<file path="src/rtl/ped_signal_ctrl_if.sv">
// Pedestrian controller bus: vehicle state and push-button in, lamps and status out.
//   state_in    [3:0] one-hot vehicle state (OFF/RED/YELLOW/GREEN)
//   ped_req           push-button
//   walk, dont_walk   lamp drives
//   req_pending       latched request waiting for service
//   countdown   [5:0] clearance cycles remaining
//   fault             sticky illegal-state flag
// master drives the inputs (stimulus/upstream); slave is the controller.
interface ped_signal_ctrl_if;
    logic [3:0] state_in;
    logic       ped_req;
    logic       walk;
    logic       dont_walk;
    logic       req_pending;
    logic [5:0] countdown;
    logic       fault;

    modport master (
        output state_in, ped_req,
        input  walk, dont_walk, req_pending, countdown, fault
    );

    modport slave (
        input  state_in, ped_req,
        output walk, dont_walk, req_pending, countdown, fault
    );
endinterface

</file>
<file path="src/rtl/ped_signal_ctrl.sv">
// Pedestrian crossing controller downstream of the vehicle semaphore.
// Grants at most one WALK per vehicle RED phase when a request is pending,
// follows it with a flashing clearance, and aborts on any departure from RED.
// Ports:
//   clk  - rising-edge clock
//   rst  - asynchronous active-high reset
//   bus  - ped_signal_ctrl_if.slave (state_in, ped_req in; walk, dont_walk,
//          req_pending, countdown, fault out; all outputs registered)
// Build option: PED_REQ_SYNC_EN adds a 2-flop synchronizer on ped_req
// (request-to-req_pending latency 3 edges instead of 1).
module ped_signal_ctrl #(
    parameter int unsigned WALK_CYC  = 8,
    parameter int unsigned CLEAR_CYC = 6,
    parameter int unsigned FLASH_DIV = 1
) (
    input  logic             clk,
    input  logic             rst,
    ped_signal_ctrl_if.slave bus
);
    localparam int unsigned CDW = 6;
    localparam int unsigned WCW = (WALK_CYC > 1) ? $clog2(WALK_CYC) : 1;
    localparam int unsigned FCW = (FLASH_DIV > 1) ? $clog2(FLASH_DIV) : 1;

    localparam logic [3:0] VS_OFF    = 4'b0001;
    localparam logic [3:0] VS_RED    = 4'b0010;
    localparam logic [3:0] VS_YELLOW = 4'b0100;
    localparam logic [3:0] VS_GREEN  = 4'b1000;

    typedef enum logic [1:0] {ST_DW, ST_WALK, ST_CLEAR, ST_DARK} state_e;

    state_e         state_q, state_d;
    logic           walk_q, walk_d;
    logic           dont_walk_q, dont_walk_d;
    logic           req_q, req_d;
    logic           fault_q, fault_d;
    logic           served_q, served_d;
    logic [CDW-1:0] cd_q, cd_d;
    logic [WCW-1:0] walk_cnt_q, walk_cnt_d;
    logic [FCW-1:0] flash_cnt_q, flash_cnt_d;
    logic           req_s;
    logic           is_red, is_off, legal, enter_walk;

`ifdef PED_REQ_SYNC_EN
    // Two-flop synchronizer for the asynchronous push-button
    logic sync1_q, sync2_q;
    always_ff @(posedge clk or posedge rst) begin
        if (rst) begin
            sync1_q <= 1'b0;
            sync2_q <= 1'b0;
        end else begin
            sync1_q <= bus.ped_req;
            sync2_q <= sync1_q;
        end
    end
    assign req_s = sync2_q;
`else
    assign req_s = bus.ped_req;
`endif

    assign is_red = (bus.state_in == VS_RED);
    assign is_off = (bus.state_in == VS_OFF);
    assign legal  = is_off || is_red || (bus.state_in == VS_YELLOW) ||
                    (bus.state_in == VS_GREEN);

    // State and output registers
    always_ff @(posedge clk or posedge rst) begin
        if (rst) begin
            state_q     <= ST_DW;
            walk_q      <= 1'b0;
            dont_walk_q <= 1'b1;
            req_q       <= 1'b0;
            fault_q     <= 1'b0;
            served_q    <= 1'b0;
            cd_q        <= '0;
            walk_cnt_q  <= '0;
            flash_cnt_q <= '0;
        end else begin
            state_q     <= state_d;
            walk_q      <= walk_d;
            dont_walk_q <= dont_walk_d;
            req_q       <= req_d;
            fault_q     <= fault_d;
            served_q    <= served_d;
            cd_q        <= cd_d;
            walk_cnt_q  <= walk_cnt_d;
            flash_cnt_q <= flash_cnt_d;
        end
    end

    // Next-state and next-output logic
    always_comb begin
        state_d     = state_q;
        walk_d      = walk_q;
        dont_walk_d = dont_walk_q;
        req_d       = req_q | req_s;
        fault_d     = fault_q;
        served_d    = served_q;
        cd_d        = cd_q;
        walk_cnt_d  = walk_cnt_q;
        flash_cnt_d = flash_cnt_q;
        enter_walk  = 1'b0;

        // Leaving RED re-arms the one-walk-per-RED-phase guard
        if (!is_red) begin
            served_d = 1'b0;
        end

        if (!legal) begin
            state_d = ST_DW;
            fault_d = 1'b1;
        end else if (is_off) begin
            state_d = ST_DARK;
        end else if ((state_q == ST_WALK || state_q == ST_CLEAR) && !is_red) begin
            state_d = ST_DW;
        end else if ((state_q == ST_DW || state_q == ST_DARK) && is_red &&
                     req_q && !served_q && !fault_q) begin
            state_d    = ST_WALK;
            enter_walk = 1'b1;
        end else if (state_q == ST_DARK) begin
            state_d = ST_DW;
        end else if (state_q == ST_WALK && walk_cnt_q == WCW'(WALK_CYC - 1)) begin
            state_d = ST_CLEAR;
        end else if (state_q == ST_CLEAR && cd_q == CDW'(1)) begin
            state_d = ST_DW;
        end

        // Entry into WALK consumes the request, even one arriving on this edge
        if (enter_walk) begin
            req_d    = 1'b0;
            served_d = 1'b1;
        end

        case (state_d)
            ST_DW: begin
                walk_d      = 1'b0;
                dont_walk_d = 1'b1;
                cd_d        = '0;
            end
            ST_WALK: begin
                walk_d      = 1'b1;
                dont_walk_d = 1'b0;
                cd_d        = '0;
                walk_cnt_d  = enter_walk ? '0 : walk_cnt_q + WCW'(1);
            end
            ST_CLEAR: begin
                walk_d = 1'b0;
                if (state_q != ST_CLEAR) begin
                    cd_d        = CDW'(CLEAR_CYC);
                    dont_walk_d = 1'b1;
                    flash_cnt_d = '0;
                end else begin
                    cd_d = cd_q - CDW'(1);
                    if (flash_cnt_q == FCW'(FLASH_DIV - 1)) begin
                        dont_walk_d = ~dont_walk_q;
                        flash_cnt_d = '0;
                    end else begin
                        flash_cnt_d = flash_cnt_q + FCW'(1);
                    end
                end
            end
            ST_DARK: begin
                walk_d      = 1'b0;
                dont_walk_d = 1'b0;
                cd_d        = '0;
            end
            default: begin
                walk_d      = 1'b0;
                dont_walk_d = 1'b1;
                cd_d        = '0;
            end
        endcase
    end

    assign bus.walk        = walk_q;
    assign bus.dont_walk   = dont_walk_q;
    assign bus.req_pending = req_q;
    assign bus.countdown   = cd_q;
    assign bus.fault       = fault_q;
endmodule
</file>
<file path="src/flat_wrapper.sv">
// flat-port wrapper written by rule: the top's interface ports become plain ports
module ped_signal_ctrl_flat 
#(
    parameter int unsigned WALK_CYC  = 8,
    parameter int unsigned CLEAR_CYC = 6,
    parameter int unsigned FLASH_DIV = 1
)
  (clk, rst, bus_state_in, bus_ped_req, bus_walk, bus_dont_walk, bus_req_pending, bus_countdown, bus_fault);
  ped_signal_ctrl_if bus_i ();
  input  logic clk;
  input  logic rst;
  input wire logic [$bits(bus_i.state_in)-1:0] bus_state_in;
  input wire logic [$bits(bus_i.ped_req)-1:0] bus_ped_req;
  output wire logic [$bits(bus_i.walk)-1:0] bus_walk;
  output wire logic [$bits(bus_i.dont_walk)-1:0] bus_dont_walk;
  output wire logic [$bits(bus_i.req_pending)-1:0] bus_req_pending;
  output wire logic [$bits(bus_i.countdown)-1:0] bus_countdown;
  output wire logic [$bits(bus_i.fault)-1:0] bus_fault;
  assign bus_i.state_in = bus_state_in;
  assign bus_i.ped_req = bus_ped_req;
  assign bus_walk = bus_i.walk;
  assign bus_dont_walk = bus_i.dont_walk;
  assign bus_req_pending = bus_i.req_pending;
  assign bus_countdown = bus_i.countdown;
  assign bus_fault = bus_i.fault;
  ped_signal_ctrl #(.WALK_CYC(WALK_CYC), .CLEAR_CYC(CLEAR_CYC), .FLASH_DIV(FLASH_DIV)) u_core (.clk(clk), .rst(rst), .bus(bus_i));
endmodule
</file>
<file path="config.mk">
export PLATFORM = sky130hd
export DESIGN_NAME = ped_signal_ctrl_flat
export DESIGN_NICKNAME = d
export VERILOG_FILES = /design/src/rtl/ped_signal_ctrl_if.sv /design/src/rtl/ped_signal_ctrl.sv /design/src/flat_wrapper.sv
export SDC_FILE = /design/constraint.sdc
export NUM_CORES = 1
export LEC_CHECK = 0
export ABC_AREA = 1
export CAP_MARGIN = 20
export CORE_AREA = 3 3 61 63
export CTS_BUF_LIST = sky130_fd_sc_hd__clkbuf_2
export DETAILED_ROUTE_END_ITERATION = 8
export DIE_AREA = 0 0 64 66
export PLACE_DENSITY_LB_ADDON = 0.12
export SKIP_CTS_REPAIR_TIMING = 1
export SKIP_LAST_GASP = 1
export SYNTH_ARGS = -nofsm -noshare
export SYNTH_HDL_FRONTEND = slang
export SYNTH_SLANG_ARGS = --single-unit
</file>
<file path="constraint.sdc">
create_clock -name clk -period 2.65 [get_ports clk]
set_clock_uncertainty 0.1 [all_clocks]
set_input_delay 0.3975 -clock clk [delete_from_list [all_inputs] [get_ports clk]]
set_output_delay 0.3975 -clock clk [all_outputs]
set_load 0.02 [all_outputs]
</file>
==> results.py <==
metrics = {
    "run_status": {
        "status": "completed",
    },
    "layout": {
        "n_antenna_cell": 0,
        "drive_gt1_share_pct": 9.29,
        "finalInstanceArea_sq_mm": 0.00119,
        "nets": 155,
        "syn2layout_area_growth_pct": 24.8,
    },
    "logic_synthesis": {
        "ys_warn_count": 0,
        "synth_top_area_share_pct": 39.3,
        "synth_cells": 120,
        "ys_seq_area_share_pct": 42.1,
        "post_synth.cell_area_avg_sq_um": 7.96,
        "synth_fp_nets": 134,
        "synth.area.top_cells": "dfrtp_1, nand2_1, ha_1",
        "yosysTopAreaCell": "dfrtp_1",
        "synth.distinct_cells": 20,
        "ys_seq_elements": 16,
        "synth_area_sq_um": 955,
    },
    "critical_path": {
        "r2r_setup_slack_ns": 0.83,
        "worstSetupStartpoint": "u_core.bus.dont_walk",
        "required_ns": 2.15,
        "critPathKind": "register to output pin",
        "r2r_cells": 11,
        "r2r_end": "u_core.walk_cnt_q[1]",
        "crit_family": "buffers and inverters",
        "path_cells": "clkdlybuf4s50_1",
        "crit_buf_inv": 1,
        "r2r-start": "u_core.state_q[0]",
        "endpoint_kind": "output pin",
        "cp-start-kind": "register",
        "cp_slowest_cell": "clkdlybuf4s50_1",
        "arrival_ns": 1.44,
        "critPathMaxFanout": 2,
        "slowest_delay_ns": 0.59,
    },
    "timing": {
        "fmax_ghz": 0.516,
        "worst_slew_pin_slew_ns": 0.630,
        "period_share_pct": 73.1,
        "slew_violations": 0,
        "rsz0062_at_grt": "no",
        "fin_tns_setup_ns": 0,
        "setup_viol": 0,
        "min_period_ns": 1.94,
        "max-slew-margin-rel_pct": 57.9,
        "hold_ws_ns": 0.363,
        "hold_violations": 0,
    },
    "route": {
        "wire_per_inst_um": 9.58,
        "finalWirelength_mm": 1.78,
        "drtAntennaViolNets": 0,
        "drcViolationCount": 0,
        "via_per_inst": 3.98,
        "via_count": 740,
        "drt-pass1-iter-count": 4,
        "drt_iter0_drc": 20,
    },
    "power": {
        "powerDensity_mw_per_mm2": 391,
        "leakage_nw": 0.657,
        "ir_drop_uv": 173,
        "finalPower_uw": 465,
    },
    "die": {
        "start_util_pct": 29.1,
        "die_h_um": 66,
        "core_sq_mm": 0.00328,
        "num_rows": 21,
        "die_x_um": 64,
        "io_pins": 17,
        "die-area_sq_mm": 0.00422,
    },
    "clock_tree": {
        "path_clk_slew_ns": 0.16,
        "cts_tree": "built",
        "cts_inserted_buffers": 3,
        "htree_num_levels": 1,
        "cts_sinks": 16,
        "clk_latency_ns": 0.28,
        "clockBufferDepth": 2,
        "cts_root_buffer": "clkbuf_2",
    },
    "place": {
        "post_dp_cell_area_sq_mm": 0.00117,
        "io_buffers": 16,
        "place_hpwl_mm": 1.42,
        "routabilityCongestion": 0.747,
    },
    "global_route": {
        "antenna_found_initial": 0,
        "grt_pass1_vias": 707,
        "grt_pass1_wl_mm": 3.28,
        "overflow": 0,
        "grt_use_total_pct": 10.1,
        "grt_max_degree": 17,
    },
    "flow_run": {
        "cap_violations": 0,
    },
    "worst_hold_path": {
        "hold_path.class": "input port to asynchronous set/reset pin",
    },
}
cells in the mapped netlist:
cell type / count
nand2_4: 2
o21ai_0: 4
nor2_4: 2
nand3_1: 5
ha_1: 7
nand4_4: 1
xor2_1: 3
nor3_1: 1
and2_1: 1
nand2_1: 26
nor2_2: 2
a21oi_1: 1
nand3_2: 1
dfstp_2: 1
dfrtp_1: 15
nor2_1: 22
xnor2_1: 1
nand2_2: 1
nand3b_1: 1
inv_1: 23
per-layer routing:
layer	global-route usage [%]	wire length [um]	vias to the layer above
li1	-	-	398
met1	13.2	870	326
met2	15.7	824	14
met3	2.55	71	2
met4	4.04	15	0
met5	0	0	-
worst max path at each step:
stage,endpoint,slack [ns],cells past startpoint
3_5_place_dp,u_core.walk_cnt_q[1],0.59,7
5_1_grt,u_core.walk_cnt_q[1],0.58,11
2_1_floorplan,u_core.walk_cnt_q[0],0.99,11
6_report,bus_dont_walk,0.71,1
3_3_place_gp,u_core.walk_cnt_q[1],0.55,7
4_1_cts,bus_dont_walk,0.69,1
placed cells by master, fill, tap and decap left out, drive strengths merged, types with 3 or more instances in the layout:
cell / netlist / final
nor2: 26 / 26
nand2: 29 / 29
dfrtp: 15 / 15
nand3: 6 / 6
inv: 23 / 23
o21ai: 4 / 4
ha: 7 / 7
xor2: 3 / 3
clkdlybuf4s50: 0 / 16
clkbuf: 0 / 3
area by class of cell:
| type | instances | area, sq um |
|---|---|---|
| Clock buffer | 3 | 15.0 |
| Sequential cell | 16 | 402 |
| Multi-Input combinational cell | 81 | 467 |
| Inverter | 23 | 86.3 |
| Tap cell | 46 | 57.6 |
| Clock inverter | 1 | 3.75 |
| Timing Repair Buffer | 16 | 160 |
| Fill cell | 354 | 2090 |
sequential cells by signal (all words and copies together) (netlist names):
| signal | cells |
|---|---|
| u_core.bus.req_pending | 1 |
| u_core.bus.walk | 1 |
| u_core.state_q | 2 |
| u_core.bus.fault | 1 |
| u_core.bus.countdown | 6 |
| u_core.walk_cnt_q | 3 |
| u_core.served_q | 1 |
| u_core.bus.dont_walk | 1 |
report_power, final:
group          switching (mW)  internal (mW)
sequential             0.0105          0.260
clock                  0.0781         0.0328
combinational          0.0473         0.0361
metrics by stage:
step           util (%)  cells  setup slack, ns
2_1_floorplan         -    120            0.989
3_3_place_gp       35.7    182            0.555
3_5_place_dp       35.7    182            0.592
4_1_cts            36.3    186            0.687
5_1_grt            36.3    186            0.579
6_report           36.3    186            0.714
cell families (layout without fill, tap and decap cells):
group / count (synthesis) / count (layout) / synth area share, %
adder cells (fa/ha/maj): 7 / 7 / 9.17
XOR/XNOR: 4 / 4 / 3.67
flip-flops: 16 / 16 / 42.1
AO/OA/AOI/OAI: 5 / 5 / 2.62
AND/OR/NAND/NOR: 65 / 65 / 33.4
buffers and inverters: 23 / 43 / 9.04
Power figures use the tool's default switching activity.
